<file path="src/rtl/spi_sclk_engine_pkg.sv">
// Shared definitions for the SPI SCLK engine: FSM states, divider floor, default widths.
// Latency: n/a (types and constants only).
// Backpressure: n/a.
package spi_sclk_engine_pkg;

    // Shortest legal SCLK period in system clocks
    localparam int unsigned SPI_MIN_DIV = 2;

    localparam int DEF_DIV_W = 8;
    localparam int DEF_LEN_W = 6;
    localparam int DEF_DLY_W = 4;

    typedef enum logic [2:0] {
        ST_IDLE  = 3'd0,
        ST_LEAD  = 3'd1,
        ST_RUN   = 3'd2,
        ST_TRAIL = 3'd3,
        ST_DONE  = 3'd4
    } state_t;

endpackage

</file>
<file path="src/rtl/spi_sclk_engine_if.sv">
// Bundle between the SPI register block (master) and the SCLK engine (slave).
// Latency: n/a (wires only).
// Backpressure: none; i_start is a request sampled only while the engine is idle.
// Signals: i_enable/i_start/i_divider/i_len/i_cpol/i_cpha/i_lead/i_trail in;
//          o_sclk/o_cs_n/o_busy/o_load/o_sample/o_shift/o_last/o_bit_idx/o_done out.
interface spi_sclk_engine_if
    import spi_sclk_engine_pkg::*;
#(
    parameter int DIV_W = DEF_DIV_W,
    parameter int LEN_W = DEF_LEN_W,
    parameter int DLY_W = DEF_DLY_W
)();
    logic             i_enable;
    logic             i_start;
    logic [DIV_W-1:0] i_divider;
    logic [LEN_W-1:0] i_len;
    logic             i_cpol;
    logic             i_cpha;
    logic [DLY_W-1:0] i_lead;
    logic [DLY_W-1:0] i_trail;

    logic             o_sclk;
    logic             o_cs_n;
    logic             o_busy;
    logic             o_load;
    logic             o_sample;
    logic             o_shift;
    logic             o_last;
    logic [LEN_W-1:0] o_bit_idx;
    logic             o_done;

    modport slave (
        input  i_enable, i_start, i_divider, i_len, i_cpol, i_cpha, i_lead, i_trail,
        output o_sclk, o_cs_n, o_busy, o_load, o_sample, o_shift, o_last, o_bit_idx, o_done
    );

    modport master (
        output i_enable, i_start, i_divider, i_len, i_cpol, i_cpha, i_lead, i_trail,
        input  o_sclk, o_cs_n, o_busy, o_load, o_sample, o_shift, o_last, o_bit_idx, o_done
    );
endinterface

</file>
<file path="src/rtl/spi_sclk_engine_phase_cnt.sv">
// Loadable up/down counter with wrap and terminal-count flag.
// Latency: count updates one cycle after i_load/i_en; o_tc is combinational on the count.
// Backpressure: none.
// Ports: i_clk, i_rst, i_load/i_load_val (load wins), i_en (step), i_wrap (up: terminal
//        value, wraps to 0; down: reload value after 0), o_cnt, o_tc.
module spi_phase_cnt #(
    parameter int W  = 8,
    parameter bit UP = 1'b1
)(
    input  logic         i_clk,
    input  logic         i_rst,
    input  logic         i_load,
    input  logic [W-1:0] i_load_val,
    input  logic         i_en,
    input  logic [W-1:0] i_wrap,
    output logic [W-1:0] o_cnt,
    output logic         o_tc
);
    logic [W-1:0] r_cnt;
    logic [W-1:0] w_nxt;
    logic         w_tc;

    always_comb begin
        w_tc  = UP ? (r_cnt == i_wrap) : (r_cnt == '0);
        w_nxt = r_cnt;
        if (i_load) begin
            w_nxt = i_load_val;
        end else if (i_en) begin
            if (w_tc) w_nxt = UP ? '0 : i_wrap;
            else      w_nxt = UP ? (r_cnt + W'(1)) : (r_cnt - W'(1));
        end
    end

    always_ff @(posedge i_clk) begin
        if (i_rst) r_cnt <= '0;
        else       r_cnt <= w_nxt;
    end

    assign o_cnt = r_cnt;
    assign o_tc  = w_tc;
endmodule

</file>
<file path="src/rtl/spi_sclk_engine.sv">
// SPI SCLK engine: CS framing, SCLK generation for all CPOL/CPHA modes, shift-register strobes.
// Latency: first busy cycle one clock after i_start is accepted; o_sclk/o_cs_n are registered.
// Backpressure: i_start is ignored while busy (no queuing); i_enable low aborts next cycle.
// Ports: i_clk, i_rst (sync, active high), bus (slave side of spi_sclk_engine_if).
module spi_sclk_engine
    import spi_sclk_engine_pkg::*;
#(
    parameter int DIV_W = DEF_DIV_W,
    parameter int LEN_W = DEF_LEN_W,
    parameter int DLY_W = DEF_DLY_W
)(
    input  logic             i_clk,
    input  logic             i_rst,
    spi_sclk_engine_if.slave bus
);
    state_t           r_state, w_nxt_state;

    // Configuration captured at acceptance; later input changes do not disturb a transfer
    logic [DIV_W-1:0] r_div;
    logic [LEN_W-1:0] r_len;
    logic             r_cpol;
    logic             r_cpha;
    logic [DLY_W-1:0] r_trail;

    logic             r_sclk;
    logic             r_cs_n;
    logic             r_load;
    logic [LEN_W-1:0] r_bit_idx;

    logic             w_accept;
    logic             w_dly_load;
    logic [DLY_W-1:0] w_dly_load_val;
    logic             w_dly_tc;
    logic [DLY_W-1:0] w_dly_cnt_unused;
    logic [DIV_W-1:0] w_per_cnt;
    logic             w_per_tc;
    logic [DIV_W-1:0] w_per_nxt;
    logic [DIV_W-1:0] w_half;
    logic             w_bit_last;
    logic             w_lead_edge;
    logic             w_trail_edge;
    logic             w_sclk_nxt;
    logic             w_busy_nxt;

    assign w_half     = r_div >> 1;
    assign w_bit_last = (r_bit_idx == (r_len - LEN_W'(1)));

    // Counts L-1..0 in LEAD and T-1..0 in TRAIL
    spi_phase_cnt #(.W(DLY_W), .UP(1'b0)) u_dly_cnt (
        .i_clk      (i_clk),
        .i_rst      (i_rst),
        .i_load     (w_dly_load),
        .i_load_val (w_dly_load_val),
        .i_en       ((r_state == ST_LEAD) || (r_state == ST_TRAIL)),
        .i_wrap     ({DLY_W{1'b0}}),
        .o_cnt      (w_dly_cnt_unused),
        .o_tc       (w_dly_tc)
    );

    // Position within the current bit, 0..D-1; held at 0 outside RUN
    spi_phase_cnt #(.W(DIV_W), .UP(1'b1)) u_per_cnt (
        .i_clk      (i_clk),
        .i_rst      (i_rst),
        .i_load     (r_state != ST_RUN),
        .i_load_val ({DIV_W{1'b0}}),
        .i_en       (r_state == ST_RUN),
        .i_wrap     (r_div - DIV_W'(1)),
        .o_cnt      (w_per_cnt),
        .o_tc       (w_per_tc)
    );

    always_ff @(posedge i_clk) begin
        if (i_rst) r_state <= ST_IDLE;
        else       r_state <= w_nxt_state;
    end

    always_comb begin
        w_nxt_state    = r_state;
        w_accept       = 1'b0;
        w_dly_load     = 1'b0;
        w_dly_load_val = '0;
        case (r_state)
            ST_IDLE: begin
                if (bus.i_enable && bus.i_start) begin
                    w_accept       = 1'b1;
                    w_nxt_state    = ST_LEAD;
                    w_dly_load     = 1'b1;
                    w_dly_load_val = (bus.i_lead == '0) ? '0 : (bus.i_lead - DLY_W'(1));
                end
            end
            ST_LEAD: begin
                if (!bus.i_enable)  w_nxt_state = ST_IDLE;
                else if (w_dly_tc)  w_nxt_state = ST_RUN;
            end
            ST_RUN: begin
                if (!bus.i_enable) begin
                    w_nxt_state = ST_IDLE;
                end else if (w_per_tc && w_bit_last) begin
                    if (r_trail == '0) begin
                        w_nxt_state = ST_DONE;
                    end else begin
                        w_nxt_state    = ST_TRAIL;
                        w_dly_load     = 1'b1;
                        w_dly_load_val = r_trail - DLY_W'(1);
                    end
                end
            end
            ST_TRAIL: begin
                if (!bus.i_enable)  w_nxt_state = ST_IDLE;
                else if (w_dly_tc)  w_nxt_state = ST_DONE;
            end
            ST_DONE:  w_nxt_state = ST_IDLE;
            default:  w_nxt_state = ST_IDLE;
        endcase
    end

    // Registered SCLK is computed from next-cycle position so the pin comes straight off a flop
    assign w_per_nxt  = ((r_state == ST_RUN) && !w_per_tc) ? (w_per_cnt + DIV_W'(1)) : '0;
    assign w_busy_nxt = (w_nxt_state == ST_LEAD) || (w_nxt_state == ST_RUN) ||
                        (w_nxt_state == ST_TRAIL);

    always_comb begin
        if (w_nxt_state == ST_RUN)   w_sclk_nxt = r_cpol ^ (w_per_nxt < w_half);
        else if (r_state == ST_IDLE) w_sclk_nxt = bus.i_cpol;
        else                         w_sclk_nxt = r_cpol;
    end

    always_ff @(posedge i_clk) begin
        if (i_rst) begin
            r_div     <= '0;
            r_len     <= '0;
            r_cpol    <= 1'b0;
            r_cpha    <= 1'b0;
            r_trail   <= '0;
            r_sclk    <= 1'b0;
            r_cs_n    <= 1'b1;
            r_load    <= 1'b0;
            r_bit_idx <= '0;
        end else begin
            if (w_accept) begin
                r_div   <= (bus.i_divider < DIV_W'(SPI_MIN_DIV)) ? DIV_W'(SPI_MIN_DIV) : bus.i_divider;
                r_len   <= (bus.i_len == '0) ? LEN_W'(1) : bus.i_len;
                r_cpol  <= bus.i_cpol;
                r_cpha  <= bus.i_cpha;
                r_trail <= bus.i_trail;
            end
            r_sclk <= w_sclk_nxt;
            r_cs_n <= !w_busy_nxt;
            r_load <= w_accept;
            // Index advances on each period wrap; parked at 0 outside RUN
            if (w_nxt_state != ST_RUN)
                r_bit_idx <= '0;
            else if ((r_state == ST_RUN) && w_per_tc)
                r_bit_idx <= r_bit_idx + LEN_W'(1);
        end
    end

    assign w_lead_edge  = (r_state == ST_RUN) && (w_per_cnt == '0);
    assign w_trail_edge = (r_state == ST_RUN) && (w_per_cnt == w_half);

    assign bus.o_sclk    = r_sclk;
    assign bus.o_cs_n    = r_cs_n;
    assign bus.o_busy    = (r_state == ST_LEAD) || (r_state == ST_RUN) || (r_state == ST_TRAIL);
    assign bus.o_load    = r_load;
    assign bus.o_sample  = r_cpha ? w_trail_edge : w_lead_edge;
    // In mode cpha=0 the final trailing edge has no next bit to shift out
    assign bus.o_shift   = r_cpha ? w_lead_edge : (w_trail_edge && !w_bit_last);
    assign bus.o_last    = (r_state == ST_RUN) && w_bit_last;
    assign bus.o_bit_idx = r_bit_idx;
    assign bus.o_done    = (r_state == ST_DONE);
endmodule

</file>
<file path="src/flat_wrapper.sv">
// flat-port wrapper written by rule: the top's interface ports become plain ports
module spi_sclk_engine_flat import spi_sclk_engine_pkg::*;
#(
    parameter int DIV_W = DEF_DIV_W,
    parameter int LEN_W = DEF_LEN_W,
    parameter int DLY_W = DEF_DLY_W
)
  (i_clk, i_rst, bus_i_enable, bus_i_start, bus_i_divider, bus_i_len, bus_i_cpol, bus_i_cpha, bus_i_lead, bus_i_trail, bus_o_sclk, bus_o_cs_n, bus_o_busy, bus_o_load, bus_o_sample, bus_o_shift, bus_o_last, bus_o_bit_idx, bus_o_done);
  spi_sclk_engine_if #(.DIV_W(DIV_W), .LEN_W(LEN_W), .DLY_W(DLY_W)) bus_i ();
  input  logic i_clk;
  input  logic i_rst;
  input wire logic [$bits(bus_i.i_enable)-1:0] bus_i_enable;
  input wire logic [$bits(bus_i.i_start)-1:0] bus_i_start;
  input wire logic [$bits(bus_i.i_divider)-1:0] bus_i_divider;
  input wire logic [$bits(bus_i.i_len)-1:0] bus_i_len;
  input wire logic [$bits(bus_i.i_cpol)-1:0] bus_i_cpol;
  input wire logic [$bits(bus_i.i_cpha)-1:0] bus_i_cpha;
  input wire logic [$bits(bus_i.i_lead)-1:0] bus_i_lead;
  input wire logic [$bits(bus_i.i_trail)-1:0] bus_i_trail;
  output wire logic [$bits(bus_i.o_sclk)-1:0] bus_o_sclk;
  output wire logic [$bits(bus_i.o_cs_n)-1:0] bus_o_cs_n;
  output wire logic [$bits(bus_i.o_busy)-1:0] bus_o_busy;
  output wire logic [$bits(bus_i.o_load)-1:0] bus_o_load;
  output wire logic [$bits(bus_i.o_sample)-1:0] bus_o_sample;
  output wire logic [$bits(bus_i.o_shift)-1:0] bus_o_shift;
  output wire logic [$bits(bus_i.o_last)-1:0] bus_o_last;
  output wire logic [$bits(bus_i.o_bit_idx)-1:0] bus_o_bit_idx;
  output wire logic [$bits(bus_i.o_done)-1:0] bus_o_done;
  assign bus_i.i_enable = bus_i_enable;
  assign bus_i.i_start = bus_i_start;
  assign bus_i.i_divider = bus_i_divider;
  assign bus_i.i_len = bus_i_len;
  assign bus_i.i_cpol = bus_i_cpol;
  assign bus_i.i_cpha = bus_i_cpha;
  assign bus_i.i_lead = bus_i_lead;
  assign bus_i.i_trail = bus_i_trail;
  assign bus_o_sclk = bus_i.o_sclk;
  assign bus_o_cs_n = bus_i.o_cs_n;
  assign bus_o_busy = bus_i.o_busy;
  assign bus_o_load = bus_i.o_load;
  assign bus_o_sample = bus_i.o_sample;
  assign bus_o_shift = bus_i.o_shift;
  assign bus_o_last = bus_i.o_last;
  assign bus_o_bit_idx = bus_i.o_bit_idx;
  assign bus_o_done = bus_i.o_done;
  spi_sclk_engine #(.DIV_W(DIV_W), .LEN_W(LEN_W), .DLY_W(DLY_W)) u_core (.i_clk(i_clk), .i_rst(i_rst), .bus(bus_i));
endmodule
</file>
<file path="config.mk">
export PLATFORM = sky130hd
export DESIGN_NAME = spi_sclk_engine_flat
export DESIGN_NICKNAME = d
export VERILOG_FILES = /design/src/rtl/spi_sclk_engine_pkg.sv /design/src/rtl/spi_sclk_engine_if.sv /design/src/rtl/spi_sclk_engine_phase_cnt.sv /design/src/rtl/spi_sclk_engine.sv /design/src/flat_wrapper.sv
export SDC_FILE = /design/constraint.sdc
export NUM_CORES = 1
export LEC_CHECK = 0
export CELL_PAD_IN_SITES_DETAIL_PLACEMENT = 1
export CELL_PAD_IN_SITES_GLOBAL_PLACEMENT = 1
export CORE_MARGIN = 5
export CORE_UTILIZATION = 25
export CTS_BUF_LIST = sky130_fd_sc_hd__clkbuf_2 sky130_fd_sc_hd__clkbuf_4 sky130_fd_sc_hd__clkbuf_8
export DETAILED_ROUTE_END_ITERATION = 10
export PLACE_DENSITY = 0.52
export SLEW_MARGIN = 40
export SYNTH_ARGS = -nofsm -noshare
export SYNTH_HDL_FRONTEND = slang
export SYNTH_SLANG_ARGS = --single-unit
export TNS_END_PERCENT = 30
</file>
<file path="constraint.sdc">
create_clock -name i_clk -period 4.14 [get_ports i_clk]
set_clock_uncertainty 0.05 [all_clocks]
set_input_delay 0.621 -clock i_clk [delete_from_list [all_inputs] [get_ports i_clk]]
set_output_delay 0.621 -clock i_clk [all_outputs]
set_load 0.05 [all_outputs]
</file>
==> impl_metrics.env <==
export IMPL_route_met3_wl_um=251
export IMPL_ctsResizeCount=0
export IMPL_synth_area_mm2=0.00281
export IMPL_synthArstFlopShare_pct=0
export IMPL_max_stage_delay_ns=0.82
export IMPL_grt_pass1_wl_um=13400
export IMPL_num_rows=38
export IMPL_track_usage_pct=12.5
export IMPL_grt_max_degree=29
export IMPL_critPathLaunch="u_core.r_len[0]"
export IMPL_wl_met2_um=3600
export IMPL_dieHeight_um=116
export IMPL_criticalPathCategory="flip-flop to primary output"
export IMPL_max_freq_mhz=269
export IMPL_die_w_um=116
export IMPL_io_buffers=41
export IMPL_power_per_cell_area_mw_per_mm2=275
export IMPL_critPathArrivalTime_ns=3.04
export IMPL_n_antenna_cell=0
export IMPL_synthFlopType="dfxtp_1"
export IMPL_tns_ns=0
export IMPL_synth_common_cells="53 x nand2_1, 44 x dfxtp_1, 40 x nor2_1, 29 x a21oi_1, 23 x inv_1"
export IMPL_cts_made_buffers=5
export IMPL_cts_buffer_depth=2
export IMPL_ys_seq_area_share_pct=31.4
export IMPL_post_cts_buffers=0
export IMPL_hold_buffers=0
export IMPL_drc=0
export IMPL_viasPerCell=4.80
export IMPL_grt_pass1_vias=2675
export IMPL_antenna_found_initial=0
export IMPL_drtIter0Drc=57
export IMPL_synth_edf_count=0
export IMPL_synthCells=362
export IMPL_clock_sinks=44
export IMPL_pin_count=42
export IMPL_clk_latency_ns=0.30
export IMPL_drive_above_1_share_pct=6.03
export IMPL_h_tree_depth=2
export IMPL_critPathLaunchType="flip-flop"
export IMPL_yosysUniqueCellTypes=51
export IMPL_die_area_mm2=0.0134
export IMPL_drv_slew=0
export IMPL_final_cells=538
export IMPL_clkPwrFrac_pct=31.6
export IMPL_max_cap_violations=0
export IMPL_fin_crit_sh_pct=89.7
export IMPL_yosysMostFrequentCell="nand2_1"
export IMPL_yosysWarnings=0
export IMPL_worst_slew_pin_slew_ns=0.777
export IMPL_top_layer_used="met4"
export IMPL_gp_congestion=0.839
export IMPL_drt_pass1_iterations=4
export IMPL_synth_top_cells_by_area="dfxtp_1 31%, nand2_1 7.1%, ha_1 6.7%"
export IMPL_hp_start="u_core.r_len[5]"
export IMPL_power_switching_mw=0.278
export IMPL_end_kind="primary output"
export IMPL_vdd_drop_max_mv=0.116
export IMPL_core_area_mm2=0.0109
export IMPL_p_leak_nw=1.28
export IMPL_yosysTopAreaCell="dfxtp_1"
export IMPL_n_fill_cell=1345
export IMPL_power_internal_mw=0.669
export IMPL_hold_viol=0
export IMPL_hpwl_um=6310
export IMPL_finalCriticalPeriod_ns=3.71
export IMPL_hold_path_class="flip-flop to flip-flop"
export IMPL_rsz0062_at_grt="false"
export IMPL_cts_root_buffer="clkbuf_8"
export IMPL_floorplan_initialDensity_pct=25.7
export IMPL_area_growth_pct=22.8
export IMPL_synthesis_nets=405
export IMPL_r2r_start="u_core.r_div[1]"
export IMPL_dpl_cell_count=530
export IMPL_path_cells="inv_1 -> ha_1 -> and3_1 -> o311a_1 -> o211a_1 -> or3_1 -> o21ai_0 -> clkdlybuf4s50_1"
export IMPL_synth_seq_cells=44
export IMPL_swShare_pct=29.4
export IMPL_drt_wl_total_um=8070
export IMPL_p_comb_share_pct=19.6
export IMPL_worst_path_max_fanout=5
export IMPL_syn_avg_cell_area_um2=7.75
export IMPL_clkTransAtPathRegs_ns=0.09
export IMPL_cp_slowest_cell="clkdlybuf4s50_1"
export IMPL_yosys_area_top_type_share_pct=31.4
export IMPL_drt_met1_wl_um=4140
export IMPL_outcome="finished clean"
export IMPL_p_total_mw=0.947
export IMPL_routedWlPerCell_um=15.0
export IMPL_antenna_left=0
export IMPL_setup_viol=0
export IMPL_max_slew_margin_rel_pct=48.2
export IMPL_p_seq_share_pct=48.8
export IMPL_grt_ovfl_total=0
export IMPL_via_count=2584
export IMPL_cts_tree="yes"
export IMPL_layout_nets=440
export IMPL_worstPathRequired_ns=3.47
-- cell families after synthesis --
kind of cell / after synthesis / synth area share (%)
fa+ha+maj: 15 / 6.69
mux: 4 / 1.43
simple gates: 156 / 27.2
compound gates: 65 / 15.7
xor+xnor: 38 / 11.9
buf+inv: 40 / 5.66
flops: 44 / 31.4
-- power by group through the flow --
| stage | logic, mW | clock network [mW] | registers [mW] |
|---|---|---|---|
| after floorplan | 0.123 | 0 | 0.468 |
| after global placement | 0.185 | 0 | 0.472 |
| after detailed placement | 0.186 | 0 | 0.472 |
| after CTS | 0.188 | 0.313 | 0.462 |
| after global routing | 0.207 | 0.325 | 0.466 |
| final | 0.185 | 0.300 | 0.462 |
-- routing by layer --
metal / vias to the layer above / track usage, %
met1: 1218 / 17.6
met5: - / 0
li1: 1320 / -
met4: 0 / 2.78
met3: 6 / 2.19
met2: 40 / 19.8
-- layout make-up --
cell class | instances | area, um2 | share of cell area [%]
flip-flops and latches | 44 | 881 | 25.6
repair buffers | 45 | 440 | 12.8
multi-input cells | 278 | 1770 | 51.3
inverters | 23 | 86.3 | 2.50
clock buffers | 7 | 90.1 | 2.61
well taps | 140 | 175 | 5.08
clock inverters | 1 | 7.51 | 0.218
-- worst max-delay path, delay by kind of cell (launching register included) --
| kind | cells | cell delay, ns |
|---|---|---|
| buf+inv | 2 | 0.89 |
| compound gates | 3 | 0.69 |
| simple gates | 2 | 0.53 |
| flops | 1 | 0.41 |
| fa+ha+maj | 1 | 0.22 |
-- flip-flops by register name, indices dropped and copies added, names as in the netlist, 3 cells and up --
register,cells
u_core.u_per_cnt.o_cnt,8
u_core.r_state,3
u_core.r_div,8
u_core.r_len,6
u_core.u_dly_cnt.o_cnt,4
u_core.r_trail,4
u_core.bus.o_bit_idx,6
-- per-stage QoR --
stage / worst slack [ns] / instance area (um2) / utilization [%] / hold WS (ns)
finish: 0.426 / 3450 / 31.5 / 0.438
floorplan: 0.869 / 2810 / - / 0.395
CTS: 0.390 / 3450 / 31.5 / 0.440
detailed placement: 0.550 / 3350 / 30.6 / 0.428
global route: 0.128 / 3450 / 31.5 / 0.465
global placement: 0.721 / 3350 / 30.6 / 0.400
-- worst paths after layout --
check,end,slack (ns),cells after the start
worst min register to register,u_core.r_len[5],0.44,2
worst max register to register,u_core.bus.o_sclk,0.55,14
worst min-delay path,u_core.r_len[5],0.44,2
worst max-delay path,bus_o_shift,0.43,8
-- layout by cell type, fill, tap and decap left out, drive strengths merged, types with 7 or more instances in the layout --
| cell type | synthesis | final |
|---|---|---|
| o21ai | 10 | 10 |
| nor4 | 8 | 8 |
| ha | 15 | 15 |
| xnor2 | 19 | 19 |
| a21oi | 30 | 30 |
| dfxtp | 44 | 44 |
| inv | 23 | 23 |
| nand3 | 11 | 11 |
| nor2 | 40 | 40 |
| clkbuf | 13 | 7 |
| nand2 | 53 | 53 |
| nor3 | 14 | 14 |
| clkdlybuf4s50 | 0 | 41 |
| xor2 | 19 | 19 |
No activity file was read; power rests on OpenSTA's default activity.
